$ cat config.mk
export PLATFORM = sky130hd
export DESIGN_NAME = audio_output_arbiter
export DESIGN_NICKNAME = d
export VERILOG_FILES = /design/src/rtl/audio_output_arbiter.sv
export SDC_FILE = /design/constraint.sdc
export NUM_CORES = 1
export LEC_CHECK = 0
export BUFFER_PORTS_ARGS = -buffer_cell sky130_fd_sc_hd__buf_4
export CORE_MARGIN = 2
export CORE_UTILIZATION = 40
export DETAILED_ROUTE_END_ITERATION = 12
export PLACE_DENSITY = 0.71
export SYNTH_ARGS = -nofsm -noshare
export SYNTH_HDL_FRONTEND = slang
export SYNTH_SLANG_ARGS = --single-unit
$ cat constraint.sdc
create_clock -name clk_in -period 7.75 [get_ports clk_in]
set_clock_uncertainty 0.2 [all_clocks]
set_input_delay 0.775 -clock clk_in [delete_from_list [all_inputs] [get_ports clk_in]]
set_output_delay 0.775 -clock clk_in [all_outputs]
set_load 0.005 [all_outputs]
$ cat src/rtl/audio_output_arbiter.sv
// ---------------------------------------------------------------------------
// audio_output_arbiter
//
// Purpose:
//   Shares the single speaker path (volume_control -> pwm/pdm) between up to
//   NUM_SRC audio requesters. Ownership is decided on 12 kHz sample strobes by
//   a round-robin scan starting after the last owner. An owner is protected
//   from preemption for MIN_HOLD strobes, and every ownership change inserts
//   GAP_SAMPLES zero-valued samples so the hand-over does not click.
//
// Optional build macro:
//   ARB_FADE_EN - each new owner fades in over 8 samples (arithmetic shift
//                 right by 7, 6, ... 0). Undefined: full scale immediately.
//
// Ports:
//   clk_in           system clock (clk_m)
//   rst_in           asynchronous, active-low reset
//   sample_valid_in  single-cycle sample strobe; all decisions happen on it
//   req_in           level request per source
//   audio_in         packed signed samples, source i at [i*SAMPLE_W +: SAMPLE_W]
//   grant_out        one-hot current owner, or zero
//   audio_out        signed sample to volume_control (1 clk after the strobe)
//   audio_valid_out  single-cycle pulse whenever audio_out is updated
//   busy_out         high while a source owns the path or a gap is running
// ---------------------------------------------------------------------------
module audio_output_arbiter #(
    parameter int NUM_SRC     = 4,
    parameter int SAMPLE_W    = 8,
    parameter int MIN_HOLD    = 1200,
    parameter int GAP_SAMPLES = 12
) (
    input  logic                        clk_in,
    input  logic                        rst_in,
    input  logic                        sample_valid_in,
    input  logic [NUM_SRC-1:0]          req_in,
    input  logic [NUM_SRC*SAMPLE_W-1:0] audio_in,
    output logic [NUM_SRC-1:0]          grant_out,
    output logic [SAMPLE_W-1:0]         audio_out,
    output logic                        audio_valid_out,
    output logic                        busy_out
);
    localparam int IDX_W  = $clog2(NUM_SRC);
    localparam int HOLD_W = $clog2(MIN_HOLD + 1);
    localparam int GAP_W  = (GAP_SAMPLES > 0) ? $clog2(GAP_SAMPLES + 1) : 1;

    typedef enum logic [1:0] {IDLE, OWN, GAP} state_t;

    state_t              state_q, state_d;
    logic [IDX_W-1:0]    last_owner_q, last_owner_d;
    logic [HOLD_W-1:0]   hold_cnt_q, hold_cnt_d;
    logic [GAP_W-1:0]    gap_cnt_q, gap_cnt_d;
    logic [NUM_SRC-1:0]  grant_q, grant_d;
    logic [SAMPLE_W-1:0] audio_q, audio_d;
    logic                valid_q, valid_d;
`ifdef ARB_FADE_EN
    logic [2:0]          fade_step_q, fade_step_d;
`endif

    // Unpack the flat sample bus into one signed word per source.
    logic signed [SAMPLE_W-1:0] src_sample [NUM_SRC];
    generate
        for (genvar gi = 0; gi < NUM_SRC; gi++) begin : g_unpack
            assign src_sample[gi] = audio_in[gi*SAMPLE_W +: SAMPLE_W];
        end
    endgenerate

    // Round-robin winner: rotate the request vector so bit 0 is the source
    // right after the last owner, then take the lowest set bit. The last owner
    // itself lands in the top bit, so it only wins when nobody else asks.
    logic [NUM_SRC-1:0] req_rot;
    logic               win_found;
    logic [IDX_W-1:0]   win_idx;

    always_comb begin
        req_rot   = NUM_SRC'({req_in, req_in} >> (int'(last_owner_q) + 1));
        win_found = 1'b0;
        win_idx   = '0;
        for (int i = 0; i < NUM_SRC; i++) begin
            if (!win_found && req_rot[i]) begin
                win_found = 1'b1;
                win_idx   = IDX_W'((int'(last_owner_q) + 1 + i) % NUM_SRC);
            end
        end
    end

    // While in OWN, grant_q is the one-hot of the owner.
    logic owner_req;
    logic other_req;
    assign owner_req = |(req_in & grant_q);
    assign other_req = |(req_in & ~grant_q);

    logic [HOLD_W-1:0]          hold_inc;
    logic [GAP_W-1:0]           gap_inc;
    logic signed [SAMPLE_W-1:0] owner_level;
    logic signed [SAMPLE_W-1:0] win_level;
    logic                       grant_winner;

    always_comb begin
        state_d      = state_q;
        last_owner_d = last_owner_q;
        hold_cnt_d   = hold_cnt_q;
        gap_cnt_d    = gap_cnt_q;
        grant_d      = grant_q;
        audio_d      = audio_q;
        valid_d      = 1'b0;
        grant_winner = 1'b0;
        hold_inc     = (hold_cnt_q == HOLD_W'(MIN_HOLD)) ? hold_cnt_q : hold_cnt_q + 1'b1;
        gap_inc      = gap_cnt_q + 1'b1;
`ifdef ARB_FADE_EN
        fade_step_d  = fade_step_q;
        owner_level  = src_sample[last_owner_q] >>> (3'd7 - fade_step_q);
        win_level    = src_sample[win_idx] >>> 3'd7;
`else
        owner_level  = src_sample[last_owner_q];
        win_level    = src_sample[win_idx];
`endif

        if (sample_valid_in) begin
            case (state_q)
                IDLE: begin
                    if (win_found) begin
                        grant_winner = 1'b1;
                    end
                end
                OWN: begin
                    valid_d = 1'b1;
                    if (!owner_req && !other_req) begin
                        state_d = IDLE;
                        grant_d = '0;
                        audio_d = '0;
                    end else if (!owner_req || (hold_inc == HOLD_W'(MIN_HOLD) && other_req)) begin
                        if (GAP_SAMPLES == 0) begin
                            grant_winner = 1'b1;
                        end else begin
                            // The transition strobe is the first zero sample.
                            state_d   = GAP;
                            gap_cnt_d = '0;
                            grant_d   = '0;
                            audio_d   = '0;
                        end
                    end else begin
                        audio_d    = owner_level;
                        hold_cnt_d = hold_inc;
`ifdef ARB_FADE_EN
                        if (fade_step_q != 3'd7) begin
                            fade_step_d = fade_step_q + 3'd1;
                        end
`endif
                    end
                end
                GAP: begin
                    valid_d = 1'b1;
                    audio_d = '0;
                    if (gap_inc >= GAP_W'(GAP_SAMPLES)) begin
                        if (win_found) begin
                            grant_winner = 1'b1;
                        end else begin
                            state_d = IDLE;
                        end
                    end else begin
                        gap_cnt_d = gap_inc;
                    end
                end
                default: begin
                    state_d = IDLE;
                    grant_d = '0;
                    audio_d = '0;
                end
            endcase

            // A new grant outputs the winner's first sample on the same strobe.
            if (grant_winner) begin
                state_d      = OWN;
                last_owner_d = win_idx;
                grant_d      = NUM_SRC'(1) << win_idx;
                hold_cnt_d   = '0;
                audio_d      = win_level;
                valid_d      = 1'b1;
`ifdef ARB_FADE_EN
                fade_step_d  = 3'd1;
`endif
            end
        end
    end

    always_ff @(posedge clk_in or negedge rst_in) begin
        if (!rst_in) begin
            state_q      <= IDLE;
            last_owner_q <= IDX_W'(NUM_SRC - 1);
            hold_cnt_q   <= '0;
            gap_cnt_q    <= '0;
            grant_q      <= '0;
            audio_q      <= '0;
            valid_q      <= 1'b0;
`ifdef ARB_FADE_EN
            fade_step_q  <= 3'd0;
`endif
        end else begin
            state_q      <= state_d;
            last_owner_q <= last_owner_d;
            hold_cnt_q   <= hold_cnt_d;
            gap_cnt_q    <= gap_cnt_d;
            grant_q      <= grant_d;
            audio_q      <= audio_d;
            valid_q      <= valid_d;
`ifdef ARB_FADE_EN
            fade_step_q  <= fade_step_d;
`endif
        end
    end

    assign grant_out       = grant_q;
    assign audio_out       = audio_q;
    assign audio_valid_out = valid_q;
    assign busy_out        = (state_q != IDLE);

endmodule

==> results by group, run 1 <==
Status
  – Status: complete, no violations

Worst setup path
  – R2r startpoint: state_q[0]
  – CP Capture Type: flop
  – Worst Path Arrival: 3.04 ns
  – FF-to-FF End: grant_out[2]
  – Worst reg-to-reg path cell count: 8
  – CP Data Required Time: 7.79 ns
  – CP startpoint kind: flop
  – Reg-to-reg slack, setup: 4.74 ns
  – WS Path Type: flop to flop
  – Worst-path maximum fanout: 18

Synthesis
  – Top FF cell, synth: dfrtp_1
  – Yosys top cell by area: dfrtp_1
  – Top cell type's share of synthesized area: 29.9%
  – Synth unique cells: 62
  – Post-synth net total: 309
  – #FFs+latches synth: 32
  – Warnings from Yosys: 0
  – Async SR Flop Fraction: 100%
  – Ranking of synthesized cells by area: dfrtp_1 (30%), mux4_2 (14%), a21oi_1 (4.8%)
  – Cell Area, Synth: 2510 um2
  – Post-synth EDFFs: 0
  – Sequential-to-total area share from yosys stat: 32.0%
  – Avg Cell Area, Syn: 9.55 um2
  – Synth Instances: 263

Clock tree
  – CTS tree: yes
  – CTS resizes: 0
  – Clock H-tree levels: 2
  – Worst-Skew Late Latency: 0.30 ns
  – CTS Buffer Depth: 2
  – Clock sinks: 32
  – Hold_buf cts: 0
  – Clock-pin transition on the worst setup and hold timing paths: 0.07 ns
  – Root buffer cell: clkbuf_8
  – Total CTS buffers: 5
  – Setup Fix Bufs, Post-CTS: 0

Detailed routing
  – Max layer used: met4
  – Met1 WL: 2800 um
  – Starting DRC count in detailed routing: 196
  – Met2 WL: 3410 um
  – Metal3 WL: 337 um
  – Router iterations before antenna repair: 4
  – ANT nets after route: 0
  – WL final: 6740 um
  – Via-to-Cell Ratio: 5.93
  – DRC: 0
  – Via count: 2312
  – Wire length per cell: 17.3 um

Cells and area
  – Area growth syn-to-layout: 21.9%
  – Post-layout util: 51.1%
  – Share of layout cells above drive strength 1: 29.5%
  – Non-Filler Instances: 390
  – Antenna diode count: 0
  – Layout net count: 360

Floorplanning
  – DIE HEIGHT: 83.2 um
  – Die area: 6930 um2
  – Die Width: 83.2 um
  – Row Count: 28
  – Initial Util: 41.9%
  – IO Pins: 53
  – Core Area: 5990 um2

Global routing
  – Grt ovf: 0
  – Largest net degree at the start of global routing: 33
  – Vias in the first global route: 2415
  – First-pass GRT wire length: 11500 um
  – GR Util All Layers: 20.5%
  – Antenna violations before repair: 0

Place
  – # port buffers: 52
  – DP HPWL: 5040 um
  – Placed Cells: 382
  – Global placement routability congestion: 0.932

Power
  – Lkg Pwr: 1.32 nW
  – VDD IR max: 177 uV
  – Power per cell area: 276 nW/um2

STA
  – Hold Fails Final Rpt: 0
  – Setup TNS: 0 ns
  – Final period util: 38.8%
  – Crit path time final: 3.01 ns
  – Max-slew violations: 0
  – Final setup fails: 0
  – Max_slew headroom: 46.6%
  – Worst Max-Slew Pin Slew: 0.801 ns
  – Max Freq: 333 MHz
  – RSZ-0062 raised after global routing: no

Flow run
  – Max-Cap Viols: 0

Worst hold path
  – Hold Path Class: input pin to asynchronous set/reset pin
-- report_power, final --
part	internal [mW]	total [mW]	switching (mW)	leakage, nW
Clock	0.0954	0.161	0.0658	0.0552
Sequential	0.214	0.276	0.0614	0.417
Combinational	0.204	0.408	0.204	0.849
-- registers in the layout, indices dropped and copies added, names as in the netlist --
signal           cells
hold_cnt_q          11
audio_out            8
gap_cnt_q            4
grant_out            4
last_owner_q         2
state_q              2
audio_valid_out      1
-- area by class of cell --
cell class / count / area (um2)
well taps: 75 / 93.8
multi-input cells: 203 / 1590
fillers: 541 / 2930
flip-flops and latches: 32 / 803
inverters: 19 / 71.3
clock buffers: 6 / 72.6
clock inverters: 2 / 35.0
repair buffers: 53 / 398
-- cell usage in the layout (no fill, tap or decap), types with 4 or more instances in the layout --
master	count
nand2_1	18
o22ai_1	5
buf_4	53
ha_1	7
nand3_1	19
clkbuf_8	5
o21ai_0	13
mux4_2	16
a31oi_1	5
a21oi_1	24
a21o_1	4
o21ai_1	4
inv_1	17
dfrtp_1	30
nor2_1	21
nand2b_1	5
-- kinds of logic after synthesis --
kind of cell	after synthesis	share of synthesized area (%)
compound gates	85	23.5
xor+xnor	4	1.40
fa+ha+maj	7	3.49
buf+inv	28	4.78
flops	32	32.0
mux	18	15.2
simple gates	89	19.7
-- cell usage after synthesis, drive strengths merged, types with 2 or more instances --
| cell type | instances |
|---|---|
| a21oi | 27 |
| dfrtp | 30 |
| nand3 | 19 |
| nand2b | 5 |
| inv | 18 |
| o31ai | 3 |
| o21ai | 17 |
| nand4bb | 2 |
| a32o | 2 |
| o2bb2ai | 2 |
| and3 | 3 |
| nor4 | 2 |
| nor2 | 21 |
| dfstp | 2 |
| ha | 7 |
| a31oi | 7 |
| buf | 8 |
| nand2 | 18 |
| mux4 | 16 |
| nand4b | 3 |
| nand4 | 3 |
| o22ai | 5 |
| and2 | 3 |
| a22oi | 2 |
| a21boi | 2 |
| nor2b | 2 |
| a22o | 2 |
| a211oi | 2 |
| o21bai | 2 |
| a21o | 4 |
| and4 | 3 |
| xnor2 | 3 |
-- worst max-delay path by stage --
stage	startpoint	to	slack, ns	depth (start not counted)
5_1_grt	state_q[0]	grant_out[2]	4.48	8
2_1_floorplan	req_in[2]	audio_out[0]	5.17	7
3_5_place_dp	state_q[0]	grant_out[3]	4.79	8
4_1_cts	state_q[0]	grant_out[2]	4.77	8
6_report	state_q[0]	grant_out[2]	4.74	8
3_3_place_gp	state_q[0]	grant_out[2]	4.80	8
-- per-stage QoR --
stage                     hold WS (ns)  cell area, um2  worst slack [ns]  power [mW]
after global routing             0.252            3060              4.48       0.909
after CTS                        0.228            3060              4.77       0.850
after floorplan                  0.279            2510              5.17       0.543
after global placement           0.303            2950              4.80       0.681
after detailed placement         0.322            2950              4.79       0.686
final                            0.215            3060              4.74       0.845
-- critical path, stage by stage (launching register included) --
cell and delay (ns):
dfrtp_1 0.41, inv_1 0.12, ha_1 0.31, inv_1 0.14
o41a_1 0.47, a21oi_2 0.64, nand3_1 0.19, a31oi_1 0.30
a22o_1 0.18
-- metal layers --
layer	track usage [%]	vias up
met3	5.47	19
met4	8.05	0
met1	24.7	1114
met2	34.8	75
li1	-	1104
met5	0	-
(Power assumes the default switching activity.)
==> run 2, diff against run 1 <==
==> constraint.sdc (replaced) <==
create_clock -name clk_in -period 3.1 [get_ports clk_in]
set_clock_uncertainty 0.2 [all_clocks]
set_input_delay 0.31 -clock clk_in [delete_from_list [all_inputs] [get_ports clk_in]]
set_output_delay 0.31 -clock clk_in [all_outputs]
set_load 0.005 [all_outputs]
==> run 2 against run 1 <==
  * Non-clock buffer count rose by 4
  * Critical path depth did not move
  * Fmax rose by 5.5%
  * Via count rose by 2.2%
  * Clock power rose to 2.8 times the previous value
  * Register-to-register slack got worse by 4.5 ns
  * Die area did not move
  * Utilization rose by 0.86 points
  * Global-route usage fell by 0.27 points
  * Flip-flop and latch count did not move
  * Critical endpoint is now state_q[1]
  * Largest power group unchanged
  * Highest routed layer unchanged
==> results by group, run 2 (synthesis gave the netlist of run 1 again) <==
Status
  – Status: complete, no violations

Floorplanning
  – Die Width: 83.2 um
  – Initial Util: 41.9%
  – Row Count: 28
  – IO Pins: 53
  – Core Area: 5990 um2
  – DIE HEIGHT: 83.2 um
  – Die area: 6930 um2

STA
  – Final period util: 91.9%
  – Crit path time final: 2.85 ns
  – Max-slew violations: 0
  – Max_slew headroom: 57.6%
  – Max Freq: 351 MHz
  – RSZ-0062 raised after global routing: no
  – Setup TNS: 0 ns
  – Final setup fails: 0
  – Worst Max-Slew Pin Slew: 0.637 ns
  – Hold Fails Final Rpt: 0

Clock tree
  – CTS Buffer Depth: 2
  – Clock-pin transition on the worst setup and hold timing paths: 0.07 ns
  – Root buffer cell: clkbuf_8
  – CTS resizes: 0
  – Worst-Skew Late Latency: 0.29 ns
  – Clock sinks: 32
  – Setup Fix Bufs, Post-CTS: 0
  – Clock H-tree levels: 2
  – CTS tree: yes
  – Total CTS buffers: 5

Global routing
  – Vias in the first global route: 2351
  – First-pass GRT wire length: 11500 um
  – Largest net degree at the start of global routing: 33
  – GR Util All Layers: 20.2%
  – Antenna violations before repair: 0
  – Grt ovf: 0

Detailed routing
  – Router iterations before antenna repair: 4
  – Max layer used: met4
  – WL final: 6820 um
  – DRC: 0
  – Met2 WL: 3470 um
  – Starting DRC count in detailed routing: 186
  – Wire length per cell: 17.3 um
  – Metal3 WL: 268 um
  – Via-to-Cell Ratio: 5.99
  – ANT nets after route: 0
  – Via count: 2362
  – Met1 WL: 2940 um

Cells and area
  – Max reg flops: 11
  – Layout net count: 364
  – Most common cell after layout, fill and taps aside: buf_4
  – Commonest non-fill, non-tap cells in the layout: buf_4 (56), dfrtp_1 (30), a21oi_1 (24)
  – Post-route cell area: 3110 um2
  – Non-Filler Instances: 394
  – Antenna diode count: 0
  – Area growth syn-to-layout: 24.0%
  – Share of layout cells above drive strength 1: 30.4%
  – Most flop-heavy register: hold_cnt_q

Worst setup path
  – Worst Path Arrival: 2.82 ns
  – Worst reg-to-reg path cell count: 8
  – CP Data Required Time: 3.07 ns
  – CP Capture Type: flop
  – FF-to-FF End: state_q[1]
  – R2r startpoint: hold_cnt_q[0]
  – WS Path Type: flop to flop
  – Worst-path maximum fanout: 7
  – Reg-to-reg slack, setup: 0.25 ns
  – CP startpoint kind: flop

Power
  – Flop pwr share: 31.3%
  – VDD IR max: 432 uV
  – Power per cell area: 699 nW/um2
  – P_sw: 829 uW
  – Part of the power in the clock network: 20.7%
  – Comb power frac: 48.0%
  – Overall Power: 2.18 mW
  – Lkg Pwr: 1.35 nW
  – Switch share: 38.1%
  – Internal power: 1.35 mW

Worst hold path
  – Hold Path Class: input pin to flop
  – HP Start: sample_valid_in
  – Hold EP: last_owner_q[0]
  – Hold depth: 3

Flow run
  – Max-Cap Viols: 0

Place
  – Dpl cell area: 2980 um2
  – DP HPWL: 5110 um
  – # port buffers: 52
  – Global placement routability congestion: 0.922
  – Placed Cells: 385
[run 2: changes by cell type in the layout (fill, tap and decap cells not counted), sizes merged]
cell / change
buf: +3
clkbuf: +1
clkinv: -1
dlygate4sd3: +1
[run 2: power by group through the flow]
stage / sequential (mW) / clock (mW) / combinational (mW)
3_3_place_gp: 0.686 / 0 / 1.03
6_report: 0.682 / 0.450 / 1.05
5_1_grt: 0.705 / 0.474 / 1.15
2_1_floorplan: 0.623 / 0 / 0.735
4_1_cts: 0.683 / 0.456 / 1.05
3_5_place_dp: 0.690 / 0 / 1.05
[run 2: layout make-up]
| class | instances | area (um2) |
|---|---|---|
| Multi-Input combinational cell | 203 | 1590 |
| Tap cell | 75 | 93.8 |
| Inverter | 19 | 71.3 |
| Clock buffer | 7 | 96.3 |
| Fill cell | 535 | 2880 |
| Sequential cell | 32 | 803 |
| Timing Repair Buffer | 57 | 430 |
| Clock inverter | 1 | 30.0 |
[run 2: timing repair]
item,in CTS,in global routing
endpoints found under the setup margin,0,2
endpoints found under the hold margin,30,0
hold buffers,1,0
[run 2: metal layers]
metal  track usage (%)  vias to the layer above
li1                  -                     1116
met1              27.5                     1179
met2              32.8                       54
met3              2.29                       13
met4              8.20                        0
met5                 0                        -
[run 2: worst max-delay path by stage]
stage             startpoint             to  cells past startpoint
2_1_floorplan  hold_cnt_q[0]     state_q[1]                      8
3_3_place_gp   hold_cnt_q[0]     state_q[1]                      8
3_5_place_dp   hold_cnt_q[0]     state_q[1]                      8
4_1_cts        hold_cnt_q[0]     state_q[1]                      8
5_1_grt        hold_cnt_q[0]  hold_cnt_q[4]                      8
6_report       hold_cnt_q[0]     state_q[1]                      8
[run 2: critical path, cell delays in order (launching register included)]
cell	delay (ns)
dfrtp_1	0.47
ha_1	0.30
and3_1	0.30
nand4_2	0.14
a211oi_2	0.27
nand4_2	0.17
a31o_1	0.32
a31oi_2	0.20
mux2_1	0.35
[run 2: per-stage QoR]
step                      util, %  hold WS [ns]  worst slack (ns)
after floorplan                 -        -0.186             0.571
after global placement       49.7        0.0763             0.358
after detailed placement     49.7        0.0867             0.282
after CTS                    52.0         0.168             0.255
after global routing         52.0         0.184            0.0249
final                        52.0         0.162             0.250
